[config.mk]
export PLATFORM = sky130hd
export DESIGN_NAME = led_7seg_controller
export DESIGN_NICKNAME = d
export VERILOG_FILES = /design/src/rtl/led7seg_pkg.sv /design/src/rtl/led_7seg_controller_clk_divider.sv /design/src/rtl/led_7seg_controller.sv
export SDC_FILE = /design/constraint.sdc
export NUM_CORES = 1
export LEC_CHECK = 0
export BUFFER_PORTS_ARGS = -buffer_cell sky130_fd_sc_hd__buf_4
export CORE_MARGIN = 2
export CORE_UTILIZATION = 30
export CTS_CLUSTER_DIAMETER = 150
export DETAILED_ROUTE_END_ITERATION = 6
export SETUP_SLACK_MARGIN = 0.1
export SLEW_MARGIN = 20
export SYNTH_ARGS = -nofsm -noshare
export SYNTH_HDL_FRONTEND = slang
export SYNTH_SLANG_ARGS = --single-unit
[constraint.sdc]
create_clock -name clk -period 1.9 [get_ports clk]
set_clock_uncertainty 0.05 [all_clocks]
set_input_delay 0.38 -clock clk [delete_from_list [all_inputs] [get_ports clk]]
set_output_delay 0.38 -clock clk [all_outputs]
set_load 0.02 [all_outputs]
[src/rtl/led7seg_pkg.sv]
// Shared constants and segment encodings for the 7-segment display controller.
// Latency: none (definitions only).
// Backpressure: not applicable.
package led7seg_pkg;

    localparam int NUM_DIGITS = 4;
    localparam logic [6:0] BLANK = 7'b1111111;

    // Active-low gfedcba patterns for hex glyphs (0 = segment lit)
    typedef enum logic [6:0] {
        SEG_0 = 7'b1000000,
        SEG_1 = 7'b1111001,
        SEG_2 = 7'b0100100,
        SEG_3 = 7'b0110000,
        SEG_4 = 7'b0011001,
        SEG_5 = 7'b0010010,
        SEG_6 = 7'b0000010,
        SEG_7 = 7'b1111000,
        SEG_8 = 7'b0000000,
        SEG_9 = 7'b0010000,
        SEG_A = 7'b0001000,
        SEG_B = 7'b0000011,
        SEG_C = 7'b1000110,
        SEG_D = 7'b0100001,
        SEG_E = 7'b0000110,
        SEG_F = 7'b0001110
    } led_7seg_values_t;

endpackage

[src/rtl/led_7seg_controller_clk_divider.sv]
// Free-running modulo-DIV counter producing a one-cycle tick enable on its last count.
// Latency: tick is combinational from the counter state, high every DIV-th cycle.
// Backpressure: none; runs continuously.
module clk_divider #(
    parameter int DIV = 1
) (
    input  logic clk,
    input  logic rst_n,
    output logic tick
);

    localparam int CW = (DIV > 1) ? $clog2(DIV) : 1;
    localparam logic [CW-1:0] LAST = CW'(DIV - 1);

    logic [CW-1:0] cnt_q, cnt_d;

    // Tick on the final count, wrap to zero on the same cycle
    always_comb begin
        tick  = (cnt_q == LAST);
        cnt_d = tick ? '0 : cnt_q + 1'b1;
    end

    // Counter state register
    always_ff @(posedge clk or negedge rst_n) begin
        if (!rst_n) begin
            cnt_q <= '0;
        end else begin
            cnt_q <= cnt_d;
        end
    end

endmodule

[src/rtl/led_7seg_controller.sv]
// Multiplexed 4-digit common-anode 7-segment driver with per-digit pattern registers.
// Latency: pins registered; a write shows one edge later if its digit is being scanned.
// Backpressure: none; writes accepted every cycle, scan is free-running.
module led_7seg_controller
    import led7seg_pkg::*;
#(
    parameter int FPGA_FREQ    = 100_000_000,
    parameter int REFRESH_FREQ = 1000
) (
    input  logic       clk,
    input  logic       rst,
    input  logic       en_w,
    input  logic [1:0] waddr,
    input  logic [7:0] data,
    output logic [3:0] LED_enables,
    output logic [6:0] LED_7SEG,
    output logic       LED_dot
);

    // Dwell per digit in cycles, never below one
    localparam int RATIO = FPGA_FREQ / REFRESH_FREQ;
    localparam int DIV   = (RATIO < 1) ? 1 : RATIO;

    logic       tick;
    logic [7:0] digit_reg_q [NUM_DIGITS];
    logic [7:0] digit_reg_d [NUM_DIGITS];
    logic [1:0] idx_q, idx_d;
    logic [3:0] led_enables_q, led_enables_d;
    logic [6:0] led_7seg_q, led_7seg_d;
    logic       led_dot_q, led_dot_d;

    clk_divider #(
        .DIV (DIV)
    ) u_clk_divider (
        .clk   (clk),
        .rst_n (rst),
        .tick  (tick)
    );

    // Register file update: last write to an address wins
    always_comb begin
        for (int i = 0; i < NUM_DIGITS; i++) begin
            digit_reg_d[i] = digit_reg_q[i];
        end
        if (en_w) begin
            digit_reg_d[waddr] = data;
        end
    end

    // Scan index advances at each divider wrap, independent of writes
    always_comb begin
        idx_d = tick ? idx_q + 2'd1 : idx_q;
    end

    // Pin values for the digit currently selected by the scan
    always_comb begin
        led_enables_d = ~(4'b0001 << idx_q);
        led_7seg_d    = digit_reg_q[idx_q][6:0];
        led_dot_d     = ~digit_reg_q[idx_q][7];
    end

    // State and output registers; reset blanks the display and clears patterns
    always_ff @(posedge clk or negedge rst) begin
        if (!rst) begin
            for (int i = 0; i < NUM_DIGITS; i++) begin
                digit_reg_q[i] <= 8'h7F;
            end
            idx_q         <= 2'd0;
            led_enables_q <= 4'b1111;
            led_7seg_q    <= BLANK;
            led_dot_q     <= 1'b1;
        end else begin
            for (int i = 0; i < NUM_DIGITS; i++) begin
                digit_reg_q[i] <= digit_reg_d[i];
            end
            idx_q         <= idx_d;
            led_enables_q <= led_enables_d;
            led_7seg_q    <= led_7seg_d;
            led_dot_q     <= led_dot_d;
        end
    end

    assign LED_enables = led_enables_q;
    assign LED_7SEG    = led_7seg_q;
    assign LED_dot     = led_dot_q;

endmodule

==> summary.txt, run 1 <==
most frequent cells in the layout - 40 x dfstp_2, 33 x buf_4, 32 x mux2_2
Starting Density - 31.1%
Pint - 0.00254 W
first-pass GRT wire length - 7730 um
drt pass-1 iters - 4
number of setup buffers added after CTS - 0
nets@finish - 238
combinational power share - 10.7%
#FFs+latches synth - 63
Root Buffer - clkbuf_8
GR Overflow Total - 0
Yosys warning count - 0
ANT cells - 0
TNS Setup - 0 ns
clk sinks - 63
Finish-stage setup viols - 0
GP Congestion - 0.771
via count - 1530
CP Class - register to register
Clock Path Buffers - 2
part of the power in registers - 50.8%
post-place setup slack - 0.156 ns
worst skew pair latency - 0.34 ns
Slew HR - 67.5%
Slew Limit Fails - 0
Required @ worst endpoint - 2.12 ns
commonest non-fill, non-tap cell in the layout - dfstp_2
clk slew on worst S/H paths - 0.08 ns
CP endpoint kind - register
vias per std cell - 4.59
vias in the first global route - 1554
Psw - 0.000754 W
worst vdd ir - 0.288 mV
DRC - 0
share of post-route cells with drive strength above 1 - 60.9%
Max H-tree Level - 3
largest net degree at the start of global routing - 39
Die Width - 99.0 um
Post-synth EDFFs - 0
TritonCTS clock tree - built
Max Fclk - 0.586 GHz
final worst-path cycle share - 89.8%
syn_nets - 197
die area - 9810 um^2
crit path DAT - 1.93 ns
Final min period - 1.71 ns
syn_area_per_cell - 15.1 um^2
WL final - 4700 um
Slew @ Worst Pin - 0.486 ns
DIE HEIGHT - 99.0 um
sequential cell area fraction in the yosys report - 60.0%
Tightest Hold Check Type - primary input to register
cell area after synthesis - 2710 um^2
Synth Flop Type - dfstp_2
Rows - 34
Num CTS Buffers - 9
number of antenna violations at the first check in global routing - 0
Post-synth ARST share - 100%
Synth cell types - 33
port buffer count - 24
ANT nets after route - 0
pwr dens - 998 nW/um^2
Starting DRT DRC Count - 22
aggregate global-route resource usage - 10.4%
Core Footprint - 8720 um^2
crit-path max FO - 5
count of final hold-check violations - 0
io pins - 25
Leak Pwr - 1.37 nW
wire per inst - 14.1 um
post-DP HPWL - 3220 um
RSZ-0062 raised after global routing - false
status - complete, no violations
Layout area overhead - 21.9%
Sw Share - 22.9%
Hold Worst Slack - 0.248 ns
Post-Syn Instances - 179
Max Cap Viol - 0
CP Launch Type - register
clock share of power - 38.5%
final setup margin - 0.194 ns
Fill cells - 821
==> cells by family (layout without fill, tap and decap cells) <==
logic type / Yosys count / in the layout / share of synthesized area, %
simple gates: 41 / 41 / 10.0
fa+ha+maj: 5 / 5 / 2.31
compound gates: 3 / 3 / 0.785
buf+inv: 12 / 58 / 1.99
xor+xnor: 14 / 14 / 4.53
mux: 41 / 41 / 20.3
flops: 63 / 63 / 60.0
==> cell usage after synthesis (2+ instances only) <==
master	n	share of area, %
mux2_2	32	13
nand4bb_1	2	0.83
mux4_2	8	6.7
nor2_1	9	1.2
nand4_1	3	0.69
ha_1	5	2.3
buf_4	2	0.55
nand3b_1	2	0.55
nand2_1	5	0.69
nand3_1	7	1.3
xor2_1	10	3.2
nor3_1	2	0.37
dfrtp_1	23	21
dfstp_2	40	39
inv_1	8	1.1
xnor2_1	4	1.3
==> layer usage <==
layer | up-vias | track usage (%) | share of wire (%)
li1 | 715 | - | -
met2 | 30 | 16.4 | 49
met5 | - | 0 | 0
met1 | 778 | 12.8 | 44
met4 | 0 | 3.79 | 1.5
met3 | 7 | 4.11 | 5.3
==> registers in the layout, summed over array words and instances (netlist names) <==
signal / cells
digit_reg_q: 32
LED_7SEG: 7
LED_enables: 4
idx_q: 2
LED_dot: 1
u_clk_divider.cnt_q: 17
==> power by group through the flow <==
stage / sequential [W] / clock (W) / combinational [W]
floorplan: 0.00172 / 0 / 0.000182
detailed placement: 0.00170 / 0 / 0.000360
CTS: 0.00167 / 0.00132 / 0.000362
global placement: 0.00169 / 0 / 0.000352
finish: 0.00167 / 0.00127 / 0.000354
global route: 0.00169 / 0.00137 / 0.000387
==> through the flow <==
step | util (%) | cells | power (W) | cell area [um^2]
final | 37.9 | 333 | 0.00330 | 3300
after global routing | 37.9 | 333 | 0.00345 | 3300
after CTS | 37.9 | 333 | 0.00336 | 3300
after detailed placement | 35.2 | 316 | 0.00206 | 3070
after global placement | 35.2 | 316 | 0.00204 | 3070
after floorplan | - | 179 | 0.00190 | 2710
==> layout make-up <==
class                           count  area, um^2  share of cell area [%]
Sequential cell                    63        1630                    49.2
Multi-Input combinational cell    104        1030                    31.2
Clock buffer                       11         163                    4.92
Inverter                            8        30.0                   0.909
Tap cell                          108         135                    4.09
Timing Repair Buffer               34         258                    7.80
Clock inverter                      5        61.3                    1.86
==> what timing repair did <==
item | CTS | global route
hold endpoints to repair | 23 | 0
endpoints found under the setup margin | 0 | 1
gates resized for setup | 0 | 1
hold buffers | 1 | 0
==> final timing paths <==
check	from	cells past startpoint	to	slack (ns)
min reg2reg	u_clk_divider.cnt_q[8]$_DFF_PN0_	1	u_clk_divider.cnt_q[8]$_DFF_PN0_	0.44
max in group asynchronous	rst	3	LED_7SEG[3]$_DFF_PN1_	0.69
min in group asynchronous	rst	2	u_clk_divider.cnt_q[5]$_DFF_PN0_	0.52
min	data[0]	2	digit_reg_q[24]$_DFFE_PN1P_	0.25
max reg2reg	u_clk_divider.cnt_q[0]$_DFF_PN0_	5	u_clk_divider.cnt_q[16]$_DFF_PN0_	0.19
max	u_clk_divider.cnt_q[0]$_DFF_PN0_	5	u_clk_divider.cnt_q[16]$_DFF_PN0_	0.19
==> worst max-delay path: stages (launching register included) <==
cell,delay (ns)
dfrtp_1,0.39
ha_1,0.21
and3_2,0.27
nand3_4,0.10
or4_4,0.48
a21oi_2,0.14
Power figures use the tool's default switching activity.
==> run 2: changes to the inputs <==
CORE_ASPECT_RATIO = 1.1   (was unset)
PLACE_DENSITY = 0.45   (was unset)
==> run 2 against run 1 <==
Compared with the run above:
- core utilization decreased by 0.89 points
- critical path depth unchanged
- first-iteration DRC count grew 73%
- critical endpoint unchanged
- clock power decreased by 24%
- largest power group unchanged
- total power is 9.3% lower
==> summary.txt, run 2 (synthesis gave the netlist of run 1 again) <==
status - complete, no violations (unchanged)
Rows - 36 (was 34)
via count - 1525 (was 1530)
final setup margin - 0.176 ns (was 0.194 ns)
CP delay by family, top - simple AND/OR/NAND/NOR gates (unchanged)
count of final hold-check violations - 0 (unchanged)
clk slew on worst S/H paths - 0.07 ns (was 0.08 ns)
Largest register FFs - 32 (unchanged)
ANT nets after route - 0 (unchanged)
CP Class - register to register (unchanged)
RSZ-0062 raised after global routing - false (unchanged)
Starting DRT DRC Count - 38 (was 22)
pwr dens - 916 nW/um^2 (was 998 nW/um^2)
share of post-route cells with drive strength above 1 - 60.1% (was 60.9%)
Required @ worst endpoint - 2.11 ns (was 2.12 ns)
TritonCTS clock tree - built (unchanged)
critical path's slowest cell - or4_4 (unchanged)
CP Launch Type - register (unchanged)
vias in the first global route - 1657 (was 1554)
Die Width - 94.6 um (was 99.0 um)
largest net degree at the start of global routing - 37 (was 39)
Finish-stage setup viols - 0 (unchanged)
Slew Limit Fails - 0 (unchanged)
Slew @ Worst Pin - 0.472 ns (was 0.486 ns)
Num CTS Buffers - 9 (unchanged)
clk sinks - 63 (unchanged)
commonest non-fill, non-tap cell in the layout - dfstp_2 (unchanged)
drt pass-1 iters - 4 (unchanged)
die area - 9810 um^2 (about the same)
GR Overflow Total - 0 (unchanged)
CP endpoint kind - register (unchanged)
port buffer count - 24 (unchanged)
post-DP HPWL - 3360 um (was 3220 um)
utilization after layout - 37.0% (was 37.9%)
wire per inst - 14.7 um (was 14.1 um)
Layout area overhead - 20.6% (was 21.9%)
Max stage delay on crit path - 0.49 ns (was 0.48 ns)
first-pass GRT wire length - 8470 um (was 7730 um)
Starting Density - 30.7% (was 31.1%)
Max H-tree Level - 3 (unchanged)
Leak Pwr - 1.36 nW (was 1.37 nW)
Tightest Hold Check Type - primary input to register (unchanged)
nets@finish - 241 (was 238)
post-place setup slack - 0.140 ns (was 0.156 ns)
number of setup buffers added after CTS - 0 (unchanged)
final worst-path cycle share - 90.7% (was 89.8%)
WL final - 5010 um (was 4700 um)
Post-Layout Cell Count - 342 (was 333)
worst reg-to-reg setup slack - 0.18 ns (was 0.19 ns)
TNS Setup - 0 ns (unchanged)
number of antenna violations at the first check in global routing - 0 (unchanged)
worst skew pair latency - 0.33 ns (was 0.34 ns)
Placed Instances - 325 (was 316)
crit path DAT - 1.93 ns (about the same)
Biggest register - digit_reg_q (unchanged)
Hold Worst Slack - 0.262 ns (was 0.248 ns)
Max Cap Viol - 0 (unchanged)
Clock Path Buffers - 2 (unchanged)
Root Buffer - clkbuf_8 (unchanged)
ANT cells - 0 (unchanged)
CP bufs+invs - 0 (unchanged)
GP Congestion - 0.697 (was 0.771)
crit-path max FO - 5 (unchanged)
DIE HEIGHT - 104 um (was 99.0 um)
aggregate global-route resource usage - 11.5% (was 10.4%)
Slew HR - 68.6% (was 67.5%)
vias per std cell - 4.46 (was 4.59)
worst vdd ir - 0.255 mV (was 0.288 mV)
DRC - 0 (unchanged)
Max Fclk - 0.580 GHz (was 0.586 GHz)
io pins - 25 (unchanged)
most frequent cells in the layout - 40 x dfstp_2, 36 x buf_4, 32 x mux2_2 (was 40 x dfstp_2, 33 x buf_4, 32 x mux2_2)
Core Footprint - 8830 um^2 (was 8720 um^2)
CP Cell Sequence - ha_1 > and3_2 > nand3_4 > or4_4 > a21oi_2 (unchanged)
Final min period - 1.72 ns (was 1.71 ns)
-- run 2: metrics by stage --
step | instance area [um^2] | total power [W]
4_1_cts | 3260 | 0.00305
2_1_floorplan | 2710 | 0.00190
3_3_place_gp | 3100 | 0.00206
3_5_place_dp | 3100 | 0.00206
5_1_grt | 3270 | 0.00317
6_report | 3270 | 0.00299
-- run 2: what timing repair did --
item                                    in CTS  in global routing
endpoints found under the setup margin       0                  1
resized for setup                            0                  1
hold buffers                                 1                  0
endpoints found under the hold margin       23                  0
-- run 2: per-layer routing --
metal	share of wire, %	global-route usage (%)
met1	45	15.0
met2	50	17.5
met3	4.0	3.93
met4	1.3	4.35
met5	0	0
-- run 2: area by class of cell --
cell class	count	area (um^2)
multi-input combinational	104	1030
sequential	63	1630
fill	871	5560
tap	114	143
inverter	8	30.0
clock inverter	4	21.3
timing repair buffer	37	280
clock buffer	12	135
-- run 2: worst register-to-register path, delay by kind of cell, from the launching register on --
kind,cells,cell delay (ns)
AND/OR/NAND/NOR,3,0.87
flip-flops,1,0.39
adder cells (fa/ha/maj),1,0.21
AO/OA/AOI/OAI,1,0.14
-- run 2: power by group --
part,switching (W),internal (W),total (W)
Sequential,0.0000644,0.00161,0.00167
Combinational,0.000149,0.000210,0.000359
Clock,0.000491,0.000469,0.000960
Total,0.000705,0.00229,0.00299
-- run 2: final timing paths --
kind / from / to / depth (start not counted)
worst max-delay path: u_clk_divider.cnt_q[0]$_DFF_PN0_ / u_clk_divider.cnt_q[16]$_DFF_PN0_ / 5
worst min-delay path: data[4] / digit_reg_q[4]$_DFFE_PN1P_ / 2
worst max register to register: u_clk_divider.cnt_q[0]$_DFF_PN0_ / u_clk_divider.cnt_q[16]$_DFF_PN0_ / 5
worst min register to register: u_clk_divider.cnt_q[0]$_DFF_PN0_ / u_clk_divider.cnt_q[0]$_DFF_PN0_ / 1
max in group asynchronous: rst / digit_reg_q[6]$_DFFE_PN1P_ / 3
min in group asynchronous: rst / digit_reg_q[31]$_DFFE_PN0P_ / 2
==> run 3: changes to the inputs <==
ABC_AREA = 1   (was unset)
==> run 3 against run 2 <==
Compared with the run above:
- area after synthesis rose by 8.2%
- cell count up 39%
- core utilization shrank 0.41 points
- hold slack improved by 0.018 ns
- routed wire length increased by 24%
- maximum frequency is 21% higher
- non-clock buffer count is 9 lower
- critical endpoint is now LED_enables[2]
==> summary.txt, run 3 <==
Layout area overhead - 17.9% (was 20.6%)
post_cts resized - 0 (unchanged)
most frequent cells in the layout - 71 x nand2_1, 40 x dfstp_2, 39 x inv_1 (was 40 x dfstp_2, 36 x buf_4, 32 x mux2_2)
CP Cell Sequence - buf_4 (was ha_1 > and3_2 > nand3_4 > or4_4 > a21oi_2)
GP Congestion - 0.767 (was 0.697)
Leak Pwr - 1.66 nW (was 1.36 nW)
Yosys warning count - 0 (unchanged)
Clock Path Buffers - 2 (unchanged)
Hold Worst Slack - 0.280 ns (was 0.262 ns)
CP delay by family, top - flip-flops (was simple AND/OR/NAND/NOR gates)
worst skew pair latency - 0.35 ns (was 0.33 ns)
Finish-stage setup viols - 0 (unchanged)
post-place setup slack - 0.492 ns (was 0.140 ns)
Worst R2R Start - u_clk_divider.cnt_q[0]$_DFF_PN0_ (unchanged)
sequential cell area fraction in the yosys report - 55.5% (was 60.0%)
Reg area - 1630 um^2 (unchanged)
cell area after synthesis - 2930 um^2 (was 2710 um^2)
final worst-path cycle share - 75.0% (was 90.7%)
Root Buffer - clkbuf_8 (unchanged)
TNS Setup - 0 ns (unchanged)
Largest register FFs - 32 (unchanged)
drt pass-1 iters - 4 (unchanged)
vias per std cell - 4.48 (was 4.46)
vias in the first global route - 2134 (was 1657)
Slew Limit Fails - 0 (unchanged)
Pint - 0.00229 W (about the same)
crit-path max FO - 1 (was 5)
combinational power share - 9.5% (was 12.0%)
ANT nets after route - 0 (unchanged)
Max stage delay on crit path - 0.52 ns (was 0.49 ns)
Synth area leaders - dfstp_2 36%, dfrtp_1 20%, nand2_1 9.1% (was dfstp_2 39%, dfrtp_1 21%, mux2_2 13%)
worst vdd ir - 0.350 mV (was 0.255 mV)
post-DP HPWL - 4130 um (was 3360 um)
most common cell in the netlist - nand2_1 (was dfstp_2)
worst reg-to-reg setup slack - 0.52 ns (was 0.18 ns)
Final min period - 1.43 ns (was 1.72 ns)
Slew HR - 75.5% (was 68.6%)
area of the multi-input gates - 1090 um^2 (was 1030 um^2)
Slew @ Worst Pin - 0.368 ns (was 0.472 ns)
Biggest register - digit_reg_q (unchanged)
pwr dens - 884 nW/um^2 (was 916 nW/um^2)
Synth cell types - 28 (was 33)
count of final hold-check violations - 0 (unchanged)
Required @ worst endpoint - 1.47 ns (was 2.11 ns)
Sw Share - 25.1% (was 23.6%)
critical path depth in cells - 1 (was 5)
Post-Layout Cell Count - 477 (was 342)
die area - 10600 um^2 (was 9810 um^2)
Rows - 37 (was 36)
CP endpoint kind - primary output (was register)
Fill cells - 979 (was 871)
aggregate global-route resource usage - 13.1% (was 11.5%)
Num CTS Buffers - 9 (unchanged)
Post-Syn Instances - 323 (was 179)
#FFs+latches synth - 63 (unchanged)
part of the power in registers - 53.2% (was 55.9%)
Hold Path Sink - digit_reg_q[16]$_DFFE_PN1P_ (was digit_reg_q[4]$_DFFE_PN1P_)
syn_nets - 341 (was 197)
Core Footprint - 9440 um^2 (was 8830 um^2)
Placed Instances - 460 (was 325)
DRC - 0 (unchanged)
nets@finish - 373 (was 241)
Post-synth ARST share - 100% (unchanged)
TritonCTS clock tree - built (unchanged)
area share of the largest cell type after synthesis - 35.9% (was 38.8%)
first-pass GRT wire length - 10700 um (was 8470 um)
largest net degree at the start of global routing - 58 (was 37)
Post-synth EDFFs - 0 (unchanged)
clock share of power - 37.3% (was 32.1%)
hold path startpoint - data[0] (was data[4])
DIE HEIGHT - 108 um (was 104 um)
Max Cap Viol - 0 (unchanged)
syn_area_per_cell - 9.07 um^2 (was 15.1 um^2)
io pins - 25 (unchanged)
clk sinks - 63 (unchanged)
Starting Density - 31.0% (was 30.7%)
via count - 2139 (was 1525)
Max H-tree Level - 3 (unchanged)
Reg2Reg Depth - 6 (was 5)
Commonest cells post-synth - 71 x nand2_1, 40 x dfstp_2, 39 x inv_1 (was 40 x dfstp_2, 32 x mux2_2, 23 x dfrtp_1)
status - complete, no violations (unchanged)
crit path DAT - 1.00 ns (was 1.93 ns)
number of antenna violations at the first check in global routing - 0 (unchanged)
CP bufs+invs - 1 (was 0)
CP Class - register to primary output (was register to register)
commonest non-fill, non-tap cell in the layout - nand2_1 (was dfstp_2)
Die Width - 98.2 um (was 94.6 um)
number of setup buffers added after CTS - 0 (unchanged)
Tightest Hold Check Type - primary input to register (unchanged)
Starting DRT DRC Count - 91 (was 38)
final setup margin - 0.475 ns (was 0.176 ns)
CP Launch Type - register (unchanged)
reg-to-reg endpoint - u_clk_divider.cnt_q[10]$_DFF_PN0_ (was u_clk_divider.cnt_q[16]$_DFF_PN0_)
Synth Flop Type - dfstp_2 (unchanged)
clk slew on worst S/H paths - 0.08 ns (was 0.07 ns)
WL final - 6230 um (was 5010 um)
critical path's slowest cell - dfstp_2 (was or4_4)
ANT cells - 0 (unchanged)
Hold Path Stages - 3 (was 2)
share of post-route cells with drive strength above 1 - 30.3% (was 60.1%)
wire per inst - 13.1 um (was 14.7 um)
Max Fclk - 0.702 GHz (was 0.580 GHz)
RSZ-0062 raised after global routing - false (unchanged)
Psw - 0.000768 W (was 0.000705 W)
cell taking the most area after synthesis - dfstp_2 (unchanged)
port buffer count - 24 (unchanged)
GR Overflow Total - 0 (unchanged)
critical path startpoint - LED_enables[2]$_DFF_PN1_ (was u_clk_divider.cnt_q[0]$_DFF_PN0_)
## run 3: logic make-up after synthesis
group / share of synthesized area, %
AO/OA/AOI/OAI: 11.0
XOR/XNOR: 2.09
adder cells (fa/ha/maj): 2.13
buffers and inverters: 7.13
flip-flops: 55.5
AND/OR/NAND/NOR: 22.1
## run 3: repair_timing
item	CTS	global route
setup endpoints to repair	0	0
hold buffers	1	0
hold endpoints to repair	6	0
## run 3: power by group through the flow
stage	sequential [W]	combinational [W]	clock [W]
2_1_floorplan	0.00167	0.000132	0
3_5_place_dp	0.00165	0.000294	0
3_3_place_gp	0.00164	0.000290	0
5_1_grt	0.00164	0.000333	0.00124
4_1_cts	0.00163	0.000297	0.00118
6_report	0.00163	0.000289	0.00114
## run 3: metal layers
layer  vias up  GRT usage, %  wire length [um]
met3         9          2.73               232
met5         -             0                 0
met2        39          21.3              2940
met1       999          16.8              2940
li1       1092             -                 -
met4         0          5.87               111
## run 3: cell type report
class / instances / area share, %
multi-input combinational: 208 / 31.7
clock inverter: 6 / 1.81
timing repair buffer: 28 / 6.52
tap: 117 / 4.24
sequential: 63 / 47.1
clock buffer: 10 / 3.69
inverter: 45 / 4.96
## run 3: through the flow
stage	power [W]	area, um^2	utilization [%]
6_report	0.00306	3450	36.6
5_1_grt	0.00321	3450	36.6
4_1_cts	0.00310	3450	36.6
3_5_place_dp	0.00194	3250	34.5
3_3_place_gp	0.00193	3250	34.5
2_1_floorplan	0.00180	2930	-
## run 3: how the worst max path moves through the flow
stage | to | slack (ns)
4_1_cts | LED_enables[2] | 0.45
3_3_place_gp | u_clk_divider.cnt_q[10]$_DFF_PN0_ | 0.53
6_report | LED_enables[2] | 0.47
5_1_grt | u_clk_divider.cnt_q[16]$_DFF_PN0_ | 0.37
3_5_place_dp | u_clk_divider.cnt_q[10]$_DFF_PN0_ | 0.49
2_1_floorplan | idx_q[1]$_DFFE_PN0N_ | 0.58
